==> src/rtl/cache_request_sequencer_pkg.sv <==
// Shared types for the cache request sequencer: widths, FSM states and the queued request.
package cache_request_sequencer_pkg;

   localparam int ADDR_W = 15;
   localparam int DATA_W = 32;

   typedef enum logic [1:0] {
      IDLE  = 2'd0,
      ISSUE = 2'd1,
      WAIT  = 2'd2,
      RESP  = 2'd3
   } state_t;

   typedef struct packed {
      logic [ADDR_W-1:0] addr;
      logic              wr;
   } req_t;

endpackage

==> src/rtl/cache_request_sequencer_fifo.sv <==
// Request queue between the processor-side handshake and the sequencer FSM.
module seq_req_fifo
   import cache_request_sequencer_pkg::*;
#(
   parameter int DEPTH = 4
) (
   input  logic                   clk,
   input  logic                   rst,
   input  logic                   push,
   input  req_t                   push_req,
   input  logic                   pop,
   output req_t                   head,
   output logic                   full,
   output logic                   empty,
   output logic [$clog2(DEPTH):0] count
);

   localparam int PTR_W = $clog2(DEPTH);
   localparam logic [PTR_W:0] FULL_CNT = DEPTH[PTR_W:0];

   req_t             mem [DEPTH];
   logic [PTR_W-1:0] wr_ptr;
   logic [PTR_W-1:0] rd_ptr;
   logic             do_push;
   logic             do_pop;

   // full/empty come from the registered count only, so a same-cycle pop never frees a slot
   assign full    = (count == FULL_CNT);
   assign empty   = (count == '0);
   assign do_push = push && !full;
   assign do_pop  = pop && !empty;
   assign head    = mem[rd_ptr];

   always_ff @(posedge clk or posedge rst) begin
      if (rst) begin
         wr_ptr <= '0;
         rd_ptr <= '0;
         count  <= '0;
      end else begin
         if (do_push) wr_ptr <= wr_ptr + 1'b1;
         if (do_pop)  rd_ptr <= rd_ptr + 1'b1;
         case ({do_push, do_pop})
            2'b10:   count <= count + 1'b1;
            2'b01:   count <= count - 1'b1;
            default: count <= count;
         endcase
      end
   end

   always_ff @(posedge clk) begin
      if (do_push) mem[wr_ptr] <= push_req;
   end

endmodule

==> src/rtl/cache_request_sequencer.sv <==
// Front-end that queues processor requests and issues them one at a time to the cache.
//   state | meaning
//   IDLE  | waiting for a queued request; pops the head when one is present
//   ISSUE | cache_start pulse, timeout counter cleared
//   WAIT  | address/wrEn held, waiting for cache_done or timeout
//   RESP  | response presented until rsp_ready
module cache_request_sequencer
   import cache_request_sequencer_pkg::*;
#(
   parameter int DEPTH   = 4,
   parameter int TIMEOUT = 255
) (
   input  logic              globalclock,
   input  logic              reset,
   input  logic              req_valid,
   output logic              req_ready,
   input  logic [ADDR_W-1:0] req_addr,
   input  logic              req_wr,
   output logic              rsp_valid,
   input  logic              rsp_ready,
   output logic [DATA_W-1:0] rsp_data,
   output logic              rsp_wr,
   output logic              rsp_err,
   output logic              cache_start,
   output logic [ADDR_W-1:0] cache_address,
   output logic              cache_wrEn,
   input  logic              cache_done,
   input  logic [DATA_W-1:0] cache_data,
   output logic              busy
);

   localparam int CNT_W = $clog2(TIMEOUT + 1);
   localparam logic [CNT_W-1:0] LAST_WAIT = CNT_W'(TIMEOUT - 1);

   state_t                 state;
   logic [CNT_W-1:0]       wait_cnt;
   req_t                   head;
   req_t                   new_req;
   logic                   full;
   logic                   empty;
   logic                   pop;
   logic [$clog2(DEPTH):0] count;

   assign new_req   = '{addr: req_addr, wr: req_wr};
   assign req_ready = !full;
   assign pop       = (state == IDLE) && !empty;
   assign busy      = (state != IDLE) || (count != '0);

   seq_req_fifo #(.DEPTH(DEPTH)) u_fifo (
      .clk      (globalclock),
      .rst      (reset),
      .push     (req_valid && req_ready),
      .push_req (new_req),
      .pop      (pop),
      .head     (head),
      .full     (full),
      .empty    (empty),
      .count    (count)
   );

   always_ff @(posedge globalclock or posedge reset) begin
      if (reset) begin
         state         <= IDLE;
         wait_cnt      <= '0;
         cache_start   <= 1'b0;
         cache_address <= '0;
         cache_wrEn    <= 1'b0;
         rsp_valid     <= 1'b0;
         rsp_data      <= '0;
         rsp_wr        <= 1'b0;
         rsp_err       <= 1'b0;
      end else begin
         case (state)
            IDLE: begin
               if (!empty) begin
                  cache_address <= head.addr;
                  cache_wrEn    <= head.wr;
                  cache_start   <= 1'b1;
                  state         <= ISSUE;
               end
            end
            ISSUE: begin
               cache_start <= 1'b0;
               wait_cnt    <= '0;
               state       <= WAIT;
            end
            WAIT: begin
               // done takes priority over a timeout landing in the same cycle
               if (cache_done) begin
                  rsp_data  <= cache_wrEn ? '0 : cache_data;
                  rsp_wr    <= cache_wrEn;
                  rsp_err   <= 1'b0;
                  rsp_valid <= 1'b1;
                  state     <= RESP;
               end else if (wait_cnt == LAST_WAIT) begin
                  wait_cnt  <= wait_cnt + 1'b1;
                  rsp_data  <= '0;
                  rsp_wr    <= cache_wrEn;
                  rsp_err   <= 1'b1;
                  rsp_valid <= 1'b1;
                  state     <= RESP;
               end else begin
                  wait_cnt <= wait_cnt + 1'b1;
               end
            end
            RESP: begin
               if (rsp_ready) begin
                  rsp_valid <= 1'b0;
                  state     <= IDLE;
               end
            end
            default: state <= IDLE;
         endcase
      end
   end

endmodule

==> config.mk <==
export PLATFORM = sky130hd
export DESIGN_NAME = cache_request_sequencer
export DESIGN_NICKNAME = d
export VERILOG_FILES = /design/src/rtl/cache_request_sequencer_pkg.sv /design/src/rtl/cache_request_sequencer_fifo.sv /design/src/rtl/cache_request_sequencer.sv
export SDC_FILE = /design/constraint.sdc
export NUM_CORES = 1
export LEC_CHECK = 0
export BUFFER_PORTS_ARGS = -buffer_cell sky130_fd_sc_hd__buf_2
export CELL_PAD_IN_SITES_DETAIL_PLACEMENT = 0
export CELL_PAD_IN_SITES_GLOBAL_PLACEMENT = 1
export CORE_MARGIN = 2
export CORE_UTILIZATION = 48
export CTS_CLUSTER_SIZE = 24
export DETAILED_ROUTE_END_ITERATION = 6
export GPL_ROUTABILITY_DRIVEN = 0
export PLACE_DENSITY_LB_ADDON = 0.12
export SLEW_MARGIN = 20
export SYNTH_ARGS = -nofsm -noshare
export SYNTH_HDL_FRONTEND = slang
export SYNTH_HIERARCHICAL = 1
export SYNTH_SLANG_ARGS = --single-unit
export TNS_END_PERCENT = 5
==> constraint.sdc <==
create_clock -name globalclock -period 5.7 [get_ports globalclock]
set_input_delay 1.71 -clock globalclock [delete_from_list [all_inputs] [get_ports globalclock]]
set_output_delay 1.71 -clock globalclock [all_outputs]
set_load 0.01 [all_outputs]
Yosys cells after proc, flatten, opt, wreduce, memory -nomap -nowiden
Memories as Yosys holds them, arrays and structs flattened. A register that Yosys moved wholly into a read port is not among the register bits.
Index checks and enable logic that the tools add are counted.
Word-level totals
  flip-flop bits (word level): 53
  bits in latches: 0
  bits in writable memories: 64
  ROM bits: 0
  memories: 1
Cells by class
  $add $sub $neg: 5
  multipliers: 0
  div/mod/pow operators: 0
  order comparisons: 0
  equality and inequality tests: 11
  shift operators: 0
  muxes and demuxes: 22
  bitwise logic cells: 1
  reductions and logical operators: 22
Memory list
  u_fifo.mem: depth 4, width 16, rd ports 1, clocked after Yosys merged registers in 1, write ports 1, RTL line cache_request_sequencer_fifo.sv:21  | req_t mem [DEPTH];
Operators by type and width (number)
  32-bit two-way mux: 3
  8-bit case mux with 2 select lines: 1
  2-bit nonzero test: 6
  1-bit two-way mux: 9
  8-bit by 1-bit adder with 8-bit output, second input constant: 1
  8-bit == test, second input constant: 1
  2-bit two-way mux: 4
  8-bit two-way mux: 1
  2-bit case mux with 4 select lines: 1
  2-bit AND reduction: 4
  2-bit == test, second input constant: 3
  2-bit inequality test, second input constant: 3
  3-bit case mux with 2 select lines: 1
  3-bit AND reduction: 2
  2-bit by 1-bit adder with 2-bit output, second input constant: 2
  2-bit by 1-bit == test with 1-bit output, second input constant: 2
  1-bit logical AND: 4
  1-bit case mux with 2 select lines: 2
  3-bit by 1-bit adder with 3-bit output, second input constant: 1
  3-bit == test, second input constant: 1
  3-bit logical NOT: 1
  3-bit inequality test, second input constant: 1
  3-bit nonzero test: 1
  3-bit by 1-bit subtractor with 3-bit output, second input constant: 1
  4 further kinds: 5

Depth between registers and ports, before layout
Gate-level depths: netlist of the first run.
  depth in word-level cells: 6
  depth in mapped cells: 12
  depth with buffers taken out: 10

Modules after synthesis
Netlist of the first run, hierarchy kept.
By module, submodules not included
  seq_req_fifo: instances 1, cells an instance 122, area each 2778.9 um2, seq. area each 2097.0 um2
  cache_request_sequencer: instances 1, cells an instance 258, area each 2698.8 um2, seq. area each 1551.5 um2

Least setup slack after synthesis of the first run
No wires, ideal clock.
  path type: input -> register
  from: in req_valid
  to: reg u_fifo.count[2]
  setup time: 0.079 ns
  arrival time: 3.014 ns
  required time: 5.621 ns
  setup slack: 2.606 ns
  stages: 9
  cells stage by stage: nor2b_1 nor2b_2 inv_1 ha_1 inv_1 fa_1 xor2_1 nor2_1 xor2_1
Between the ends
  longest elaborated chain between the ends: 4
  elaborated cells on any way between the ends: 6
  classes of those cells: 2 x eq/ne; 1 x mux; 3 x reduce/logical
RTL lines
  start: declaration: RTL line cache_request_sequencer.sv:15  | input logic req_valid,
  1-bit logical AND *: RTL line cache_request_sequencer.sv:52  | .push (req_valid && req_ready),
  1-bit logical AND *: RTL line cache_request_sequencer_fifo.sv:30  | assign do_push = push && !full;
  2-bit by 1-bit == test with 1-bit output or 2-bit == test (tied branches): RTL line cache_request_sequencer_fifo.sv:42  | case ({do_push, do_pop})
  3-bit case mux with 2 select lines or 2-bit nonzero test (tied branches)
  end signal: assignment: RTL line cache_request_sequencer_fifo.sv:43  | 2'b10: count <= count + 1'b1;
  end signal: assignment: RTL line cache_request_sequencer_fifo.sv:44  | 2'b01: count <= count - 1'b1;
  end signal: assignment: RTL line cache_request_sequencer_fifo.sv:45  | default: count <= count;
  end: declaration: RTL line cache_request_sequencer_fifo.sv:15  | output logic [$clog2(DEPTH):0] count
Every way passes the cells marked *; elsewhere a longest branch is shown, timed or not.
A chain may end at the register's enable or synchronous reset.

Worst setup path after layout of the first run
  from: reg state[0]
  to: out busy
Between the ends
  longest elaborated chain between the ends: 2
RTL lines
  start: declaration: RTL line cache_request_sequencer.sv:35  | state_t state;
  start signal: assignment: RTL line cache_request_sequencer.sv:63  | state <= IDLE;
  start signal: assignment: RTL line cache_request_sequencer.sv:79  | state <= ISSUE;
  start signal: assignment: RTL line cache_request_sequencer.sv:85  | state <= WAIT;
  2-bit nonzero test: RTL line cache_request_sequencer.sv:47  | assign busy = (state != IDLE) || (count != '0);
  1-bit logical OR: RTL line cache_request_sequencer.sv:47
  end: declaration: RTL line cache_request_sequencer.sv:29  | output logic busy
No other way between the ends.

==> metrics.md, run 1 <==
| Metric | Value |
|---|---|
| Status | `complete, no violations` |
| Library cells used by synthesis | `38` |
| RR Endpoint | `u_fifo/count[2]$_DFFE_PP0P_` |
| I/O pin count | `107` |
| CTS tree | `yes` |
| Routed length on met1 | `4750 um` |
| Area leader, netlist | `edfxtp_1` |
| Mapped Nets | `446` |
| Cell Area, Placed | `6070 um2` |
| Pleak | `3.00 nW` |
| Maximum VDD drop | `325 uV` |
| Number of global-route vias before repair | `3390` |
| Synthesized area per cell | `14.4 um2` |
| Worst reg2reg setup slack | `2.67 ns` |
| Setup TNS | `0 ns` |
| Worst-skew pair later-pin latency | `0.41 ns` |
| Worst Path Required | `3.99 ns` |
| Crit Path Category | `register to output pin` |
| Critical path's largest stage delay | `0.58 ns` |
| Hold Path Cell Cnt | `2` |
| CTS Hold Bufs | `0` |
| DR WL/cell | `16.3 um` |
| Pins Over Slew Limit | `0` |
| Final Hold Vio Count | `0` |
| Max_cap viols | `0` |
| Core Region | `11300 um2` |
| Top FF cell, synth | `dfrtp_1` |
| Site row count | `39` |
| Max-slew headroom | `31.4%` |
| Routed Antenna Nets | `0` |
| Root buffer cell | `clkbuf_16` |
| Max Clock Freq | `279 MHz` |
| Post-CTS sizing | `0` |
| Clk sinks | `133` |
| Crit. End Element | `output pin` |
| Die width | `111 um` |
| HP Class | `register to register` |
| First-pass GRT wire length | `17400 um` |
| Critical-path maximum fanout | `4` |
| R2r worst-path depth | `10` |
| Share of cells above drive strength 1 | `34.8%` |
| Placed cells | `614` |
| Worst Hold End | `rsp_data[30]$_DFFE_PP0P_` |
| Final Skew | `0.00546 ns` |
| Uppermost routed layer | `met4` |
| Drt drc | `0` |
| Top cells by count, synth | `77 x nand2_1, 69 x dfrtp_1, 64 x edfxtp_1, 35 x nand3_1, 18 x mux2_2` |
| N_diodes | `0` |
| Final min period | `3.58 ns` |
| Slowest cell on crit path | `or4b_2` |
| Iteration-0 DRC Markers | `203` |
| Yosys top cell area share | `35.1%` |
| # setup viols final | `0` |
| Total wire length | `10600 um` |
| CP Launch Type | `register` |
| Cell family with most CP delay | `simple AND/OR/NAND/NOR gates` |
| Post-CTS Setup Bufs | `0` |
| Period utilisation layout | `62.9%` |
| CTS Buffer Depth | `2` |
| TritonCTS Buffers | `17` |
| Die ar. | `12300 um2` |
| Routed wire length on met2 | `5030 um` |
| Hold slack final | `0.458 ns` |
| Largest cells by area after synthesis | `edfxtp_1 35%, dfrtp_1 32%, nand2_1 5.3%` |
| Synth warnings | `6` |
| Clk slew on worst S/H paths | `0.05 ns` |
| Initial Util | `48.6%` |
| Largest net degree at the start of global routing | `42` |
| DP Wirelength | `6850 um` |
| Initial antenna violation count | `0` |
| Total track usage | `18.5%` |
| DR pass1 iterations | `4` |
| Reg2Reg Launch Point | `state[0]$_DFFE_PP0P_` |
| Synth Cell Area | `5480 um2` |
| Gr ovfl total | `0` |
| Register area share after synthesis | `66.6%` |
| Metal3 WL | `562 um` |
| Critical Path AT | `1.87 ns` |
| Post-synth EDFFs | `64` |
| Worst hold start | `rsp_data[30]$_DFFE_PP0P_` |
| Critical path buffers and inverters | `2` |
| Area growth, synth to finish | `22.0%` |
| Port buffer count | `106` |
| Design Power | `3.74 mW` |
| Non-filler cells, final | `646` |
| Post-Synthesis Cells | `380` |
| Unrepaired setup endpoints after global routing | `no` |
| Most frequent cell after synthesis | `nand2_1` |
| Critical path depth | `4` |
| Crit-path cells | `inv_1 > ha_1 > or4b_2 > buf_2` |
| Vias per cell | `5.11` |
| Worst-margin pin slew | `1.02 ns` |
| NumNets Final | `556` |
| Post-synth ARST share | `51.9%` |
| Post-route cell area | `6680 um2` |
| Yosys reg bits | `133` |
| Die Height | `111 um` |
| CTS HTree Levels | `4` |
| DR vias | `3304` |
| Pwr Density | `561 nW/um2` |
==> cells in the final DEF (no fill, tap or decap), types with 5 or more instances in the layout <==
master      instances
nand3_1            35
dfrtp_1            68
mux4_1              8
inv_1              13
clkinvlp_4          5
mux2_2             18
buf_2             106
ha_1               12
mux4_2              8
o21ai_0             9
clkbuf_16          17
nand2_1            77
edfxtp_1           64
==> cell type report <==
cell class / instances / area [um2]
clock inverter: 12 / 153
sequential: 133 / 3650
clock buffer: 20 / 457
fill: 938 / 4590
multi-input combinational: 216 / 1640
timing repair buffer: 108 / 546
inverter: 14 / 52.6
tap: 143 / 179
==> worst min-delay path, cell delays in order, from the launching register on <==
cell and delay [ns]:
dfrtp_1 0.33, nand2_1 0.05, nand2_1 0.05
==> power by group <==
part | switching [mW] | leakage [nW] | internal, mW | total (mW)
Clock | 0.393 | 0.280 | 0.709 | 1.10
Combinational | 0.580 | 1.25 | 0.511 | 1.09
Sequential | 0.206 | 1.47 | 1.35 | 1.55
==> sequential cells by signal, indices dropped and copies added (netlist names) <==
register       count
rsp_data          32
rsp_wr             1
u_fifo/rd_ptr      2
rsp_valid          1
rsp_err            1
u_fifo/count       3
cache_start        1
u_fifo/mem        64
u_fifo/wr_ptr      2
wait_cnt           8
cache_wrEn         1
state              2
cache_address     15
==> logic make-up after synthesis <==
family / count (synthesis) / synth area share (%)
XOR/XNOR: 6 / 0.960
adder cells (fa/ha/maj): 13 / 3.11
AO/OA/AOI/OAI: 25 / 3.13
multiplexers: 36 / 11.2
flip-flops: 133 / 66.6
buffers and inverters: 31 / 3.49
AND/OR/NAND/NOR: 136 / 11.5
==> metal layers <==
layer,vias to the layer above,track usage [%]
li1,1591,-
met1,1599,23.9
met2,97,29.1
met3,17,5.63
met4,0,8.25
met5,-,0
==> worst max path at each step <==
stage	start	endpoint	slack, ns
floorplan	reset	cache_address[0]$_DFFE_PP0P_	2.45
global route	state[0]$_DFFE_PP0P_	busy	2.02
finish	state[0]$_DFFE_PP0P_	busy	2.12
global placement	req_valid	u_fifo/mem[0][10]$_DFFE_PP_	2.42
CTS	state[0]$_DFFE_PP0P_	busy	2.10
detailed placement	req_valid	u_fifo/mem[0][14]$_DFFE_PP_	2.38
==> metrics by stage <==
stage | utilization (%) | worst slack, ns
6_report | 59.3 | 2.12
5_1_grt | 59.3 | 2.02
4_1_cts | 59.2 | 2.10
3_5_place_dp | 53.8 | 2.38
3_3_place_gp | 53.8 | 2.42
2_1_floorplan | - | 2.45
Power figures use the tool's default switching activity.
==> run 2, diff against run 1 <==
- CORE_UTILIZATION: 48 -> 45
- clock period: 5.7 -> 3.7 ns (I/O delays scaled with it)
==> run 2 against run 1 <==
Design area increased by 0.66%. Sequential power up 54%. Sequential cell count is the same. Global-route usage fell by 1.1 points. Worst hold slack got worse by 0.00077 ns. Total power rose by 54%. Critical path type unchanged.
==> metrics.md, run 2 (synthesized netlist as in run 1, its figures left out) <==
| Metric | Value |
|---|---|
| Status | `complete, no violations` |
| Max-slew headroom | `32.5%` |
| Critical-path maximum fanout | `4` |
| Largest net degree at the start of global routing | `63` |
| CTS HTree Levels | `4` |
| Clk sinks | `133` |
| Placed cells | `624` |
| Critical path's largest stage delay | `0.59 ns` |
| Largest register FFs | `64` |
| Slowest cell on crit path | `or4b_2` |
| Routed Antenna Nets | `0` |
| Initial Util | `45.8%` |
| Final Hold Vio Count | `0` |
| Die Height | `114 um` |
| DR vias | `3352` |
| Place WS | `1.01 ns` |
| Pins Over Slew Limit | `0` |
| Site row count | `40` |
| Critical Path AT | `1.90 ns` |
| Crit-path cells | `inv_1 > ha_1 > or4b_2 > buf_2` |
| Setup TNS | `0 ns` |
| Worst Path Required | `2.59 ns` |
| Critical path buffers and inverters | `2` |
| Number of global-route vias before repair | `3305` |
| Non-filler cells, final | `656` |
| Register area | `3650 um2` |
| Unrepaired setup endpoints after global routing | `no` |
| NumNets Final | `562` |
| Gr ovfl total | `0` |
| Worst-margin pin slew | `1.01 ns` |
| First-pass GRT wire length | `17000 um` |
| Area growth, synth to finish | `22.8%` |
| Cell family with most CP delay | `simple AND/OR/NAND/NOR gates` |
| Top flop regs | `u_fifo/mem: 64 flops, rsp_data: 32 flops, cache_address: 15 flops` |
| Most common cell after layout, fill and taps aside | `buf_2` |
| Fill count | `1002` |
| Commonest non-fill, non-tap cells in the layout | `106 x buf_2, 77 x nand2_1, 69 x dfrtp_1` |
| TritonCTS Buffers | `17` |
| HP Class | `register to register` |
| Drt drc | `0` |
| Port buffer count | `106` |
| CP Launch Type | `register` |
| DR WL/cell | `16.0 um` |
| Post-CTS Setup Bufs | `0` |
| Vias per cell | `5.11` |
| Period utilisation layout | `81.3%` |
| Crit Path Category | `register to output pin` |
| Pleak | `3.03 nW` |
| # setup viols final | `0` |
| DR pass1 iterations | `4` |
| Post-CTS sizing | `0` |
| Maximum VDD drop | `444 uV` |
| Die width | `114 um` |
| CTS Hold Bufs | `0` |
| Core Region | `12000 um2` |
| I/O pin count | `107` |
| CTS tree | `yes` |
| Worst-skew pair later-pin latency | `0.41 ns` |
| Final min period | `3.01 ns` |
| CTS Buffer Depth | `2` |
| Area of the multi-input gates | `1640 um2` |
| N_diodes | `0` |
| Max_cap viols | `0` |
| Die ar. | `13100 um2` |
| Total wire length | `10500 um` |
| Total track usage | `17.4%` |
| Max Clock Freq | `332 MHz` |
| Crit. End Element | `output pin` |
| Iteration-0 DRC Markers | `197` |
| Top reg by flops | `u_fifo/mem` |
| Final Skew | `0.00817 ns` |
| DP Wirelength | `6650 um` |
| PnR worst setup slack | `0.692 ns` |
| Share of cells above drive strength 1 | `35.2%` |
| Root buffer cell | `clkbuf_16` |
| Pwr Density | `857 nW/um2` |
| Clk slew on worst S/H paths | `0.06 ns` |
| Initial antenna violation count | `0` |
run 2: cell types whose count changed in the layout (fill, tap and decap cells not counted), sizes merged:
cell | before | now
buf | 108 | 114
clkinv | 3 | 4
clkinvlp | 5 | 4
run 2: layout make-up:
| cell class | count | share of cell area (%) |
|---|---|---|
| clock buffers | 20 | 6.49 |
| clock inverters | 12 | 2.33 |
| inverters | 14 | 0.782 |
| multi-input cells | 216 | 24.4 |
| flip-flops and latches | 133 | 54.3 |
| well taps | 147 | 2.74 |
| repair buffers | 114 | 8.97 |
run 2: worst reg2reg max path: cells and delay by family (launching register included):
family | cells | cell delay [ns]
xor gates and xnor gates | 2 | 0.30
DFF | 1 | 0.41
adders and majority gates | 3 | 0.78
buffers and inverters | 3 | 0.47
AOI/OAI and AO/OA | 1 | 0.26
and+or+nand+nor | 2 | 0.28
run 2: metal layers:
layer	track usage [%]	vias up	share of wire [%]
met5	0	-	0
met4	6.59	0	1.2
met1	22.4	1644	46
li1	-	1599	-
met3	5.51	8	4.9
met2	27.9	101	48
run 2: stage by stage:
step	cell area [um2]	utilization (%)	total power, mW	hold slack [ns]
3_3_place_gp	6130	51.3	4.13	0.444
5_1_grt	6720	56.2	6.15	0.476
4_1_cts	6720	56.2	5.85	0.463
3_5_place_dp	6130	51.3	4.17	0.451
2_1_floorplan	5480	-	3.57	0.473
6_report	6720	56.2	5.76	0.457
run 2: where the power goes:
part           total (mW)  switching [mW]  internal (mW)
Sequential           2.39           0.322           2.07
Clock                1.66           0.603           1.06
Combinational        1.71           0.898          0.815
Total                5.76            1.82           3.94
run 2: worst paths after layout:
kind	start	endpoint	slack, ns	cells past startpoint
max	state[0]$_DFFE_PP0P_	busy	0.69	4
min	rsp_data[5]$_DFFE_PP0P_	rsp_data[5]$_DFFE_PP0P_	0.46	2
max reg2reg	state[0]$_DFFE_PP0P_	u_fifo/count[2]$_DFFE_PP0P_	1.14	11
min reg2reg	rsp_data[5]$_DFFE_PP0P_	rsp_data[5]$_DFFE_PP0P_	0.46	2
max in group asynchronous	reset	rsp_data[18]$_DFFE_PP0P_	2.64	3
min in group asynchronous	reset	u_fifo/wr_ptr[0]$_DFFE_PP0P_	0.65	2
==> run 3, diff against run 2 <==
- clock period: 3.7 -> 3.1 ns (I/O delays scaled with it)
==> run 3 against run 2 <==
First-iteration DRC count fell by 23%. Setup slack worse by 0.40 ns. Via count grew 0.78%. Cell count up 0.30%. Sequential share of layout area is 0.28 points lower. Largest power group unchanged. Total power increased by 22%. Clock skew is 0.0047 ns lower. Critical path type unchanged. Clock-buffer cell count decreased by 1. Combinational power rose by 23%. Sequential power up 18%. Critical path depth did not move.
==> metrics.md, run 3 (synthesized netlist as in run 1, its figures left out) <==
| Metric | Value |
|---|---|
| Crit-path cells | `inv_1 > ha_1 > or4b_2 > buf_2` |
| Largest register FFs | `64` |
| Largest net degree at the start of global routing | `34` |
| Initial Util | `45.8%` |
| Commonest non-fill, non-tap cells in the layout | `106 x buf_2, 77 x nand2_1, 69 x dfrtp_1` |
| Site row count | `40` |
| Pins Over Slew Limit | `0` |
| Vias per cell | `5.13` |
| Worst Path Required | `2.17 ns` |
| I/O pin count | `107` |
| Iteration-0 DRC Markers | `151` |
| Final min period | `2.81 ns` |
| Critical-path maximum fanout | `4` |
| Total wire length | `10800 um` |
| NumNets Final | `565` |
| Pleak | `3.05 nW` |
| DR vias | `3378` |
| Most common cell after layout, fill and taps aside | `buf_2` |
| Crit Path Category | `register to output pin` |
| Gr ovfl total | `0` |
| DR WL/cell | `16.5 um` |
| Period utilisation layout | `90.6%` |
| Critical path's largest stage delay | `0.59 ns` |
| Placed cells | `627` |
| Core Region | `12000 um2` |
| Worst-skew pair later-pin latency | `0.41 ns` |
| DR pass1 iterations | `4` |
| Worst-margin pin slew | `0.866 ns` |
| Max-slew headroom | `42.0%` |
| Drt drc | `0` |
| Register area | `3650 um2` |
| Total track usage | `17.7%` |
| Unrepaired setup endpoints after global routing | `no` |
| Top reg by flops | `u_fifo/mem` |
| Crit. End Element | `output pin` |
| First-pass GRT wire length | `17300 um` |
| TritonCTS Buffers | `17` |
| CP Launch Type | `register` |
| Critical Path AT | `1.88 ns` |
| HP Class | `register to register` |
| CTS Buffer Depth | `2` |
| Root buffer cell | `clkbuf_16` |
| Post-CTS sizing | `0` |
| CTS Hold Bufs | `0` |
| Max Clock Freq | `356 MHz` |
| Die Height | `114 um` |
| Die width | `114 um` |
| Post-CTS Setup Bufs | `0` |
| Cell family with most CP delay | `simple AND/OR/NAND/NOR gates` |
| Maximum VDD drop | `660 uV` |
| Die ar. | `13100 um2` |
| Final core occ | `56.5%` |
| Final Skew | `0.00345 ns` |
| CTS HTree Levels | `4` |
| Initial antenna violation count | `0` |
| Share of cells above drive strength 1 | `34.8%` |
| Area growth, synth to finish | `23.4%` |
| Pwr Density | `1040 nW/um2` |
| N_diodes | `0` |
| DP Wirelength | `7240 um` |
| Number of global-route vias before repair | `3263` |
| Area of the multi-input gates | `1640 um2` |
| Slowest cell on crit path | `or4b_2` |
| # setup viols final | `0` |
| Final Hold Vio Count | `0` |
| Top flop regs | `u_fifo/mem: 64 flops, rsp_data: 32 flops, cache_address: 15 flops` |
| Fill count | `1017` |
| CTS tree | `yes` |
| Routed Antenna Nets | `0` |
| Critical path buffers and inverters | `2` |
| Port buffer count | `106` |
| Setup TNS | `0 ns` |
| Clk slew on worst S/H paths | `0.05 ns` |
| Status | `complete, no violations` |
| Max_cap viols | `0` |
| Non-filler cells, final | `658` |
| Clk sinks | `133` |
## run 3: final timing paths
check                                         startpoint                           to  slack (ns)  cells past startpoint
worst max register to register      state[0]$_DFFE_PP0P_     rsp_data[31]$_DFFE_PP0P_        0.83                      6
min in group asynchronous                          reset  u_fifo/count[0]$_DFFE_PP0P_        0.47                      2
worst min register to register  rsp_data[18]$_DFFE_PP0P_     rsp_data[18]$_DFFE_PP0P_        0.46                      2
worst min-delay path            rsp_data[18]$_DFFE_PP0P_     rsp_data[18]$_DFFE_PP0P_        0.46                      2
worst max-delay path                state[0]$_DFFE_PP0P_                         busy        0.29                      4
max in group asynchronous                          reset     rsp_data[12]$_DFFE_PP0P_        1.82                      3
## run 3: tightest hold or removal path: stages (launching register included)
cell and delay, ns:
dfrtp_1 0.33, nand2_1 0.05, nand2_1 0.05
## run 3: final cells by class
cell class	count	area share, %
Clock buffer	19	6.41
Clock inverter	12	2.74
Inverter	14	0.777
Multi-Input combinational cell	216	24.3
Sequential cell	133	54.0
Tap cell	147	2.72
Timing Repair Buffer	117	9.07
## run 3: per-stage QoR
stage	hold slack, ns	instance area, um2	power (mW)	worst slack, ns
2_1_floorplan	0.473	5480	4.26	0.629
3_3_place_gp	0.443	6140	4.93	0.627
3_5_place_dp	0.451	6140	5.00	0.601
4_1_cts	0.462	6760	7.12	0.268
5_1_grt	0.484	6760	7.46	0.223
6_report	0.457	6760	7.02	0.292
## run 3: report_power, final
part           switching [mW]  total [mW]  internal [mW]  leakage [nW]
combinational            1.12        2.10          0.982          1.29
clock                   0.688        2.09           1.41         0.293
sequential              0.359        2.83           2.47          1.47
total                    2.16        7.02           4.86          3.05
## run 3: per-layer routing
layer  GRT usage, %  vias to the layer above  wire, um
met3           4.76                       19       629
met2           28.2                      101      5130
li1               -                     1607         -
met5              0                        -         0
met1           23.2                     1651      4900
met4           7.64                        0       175
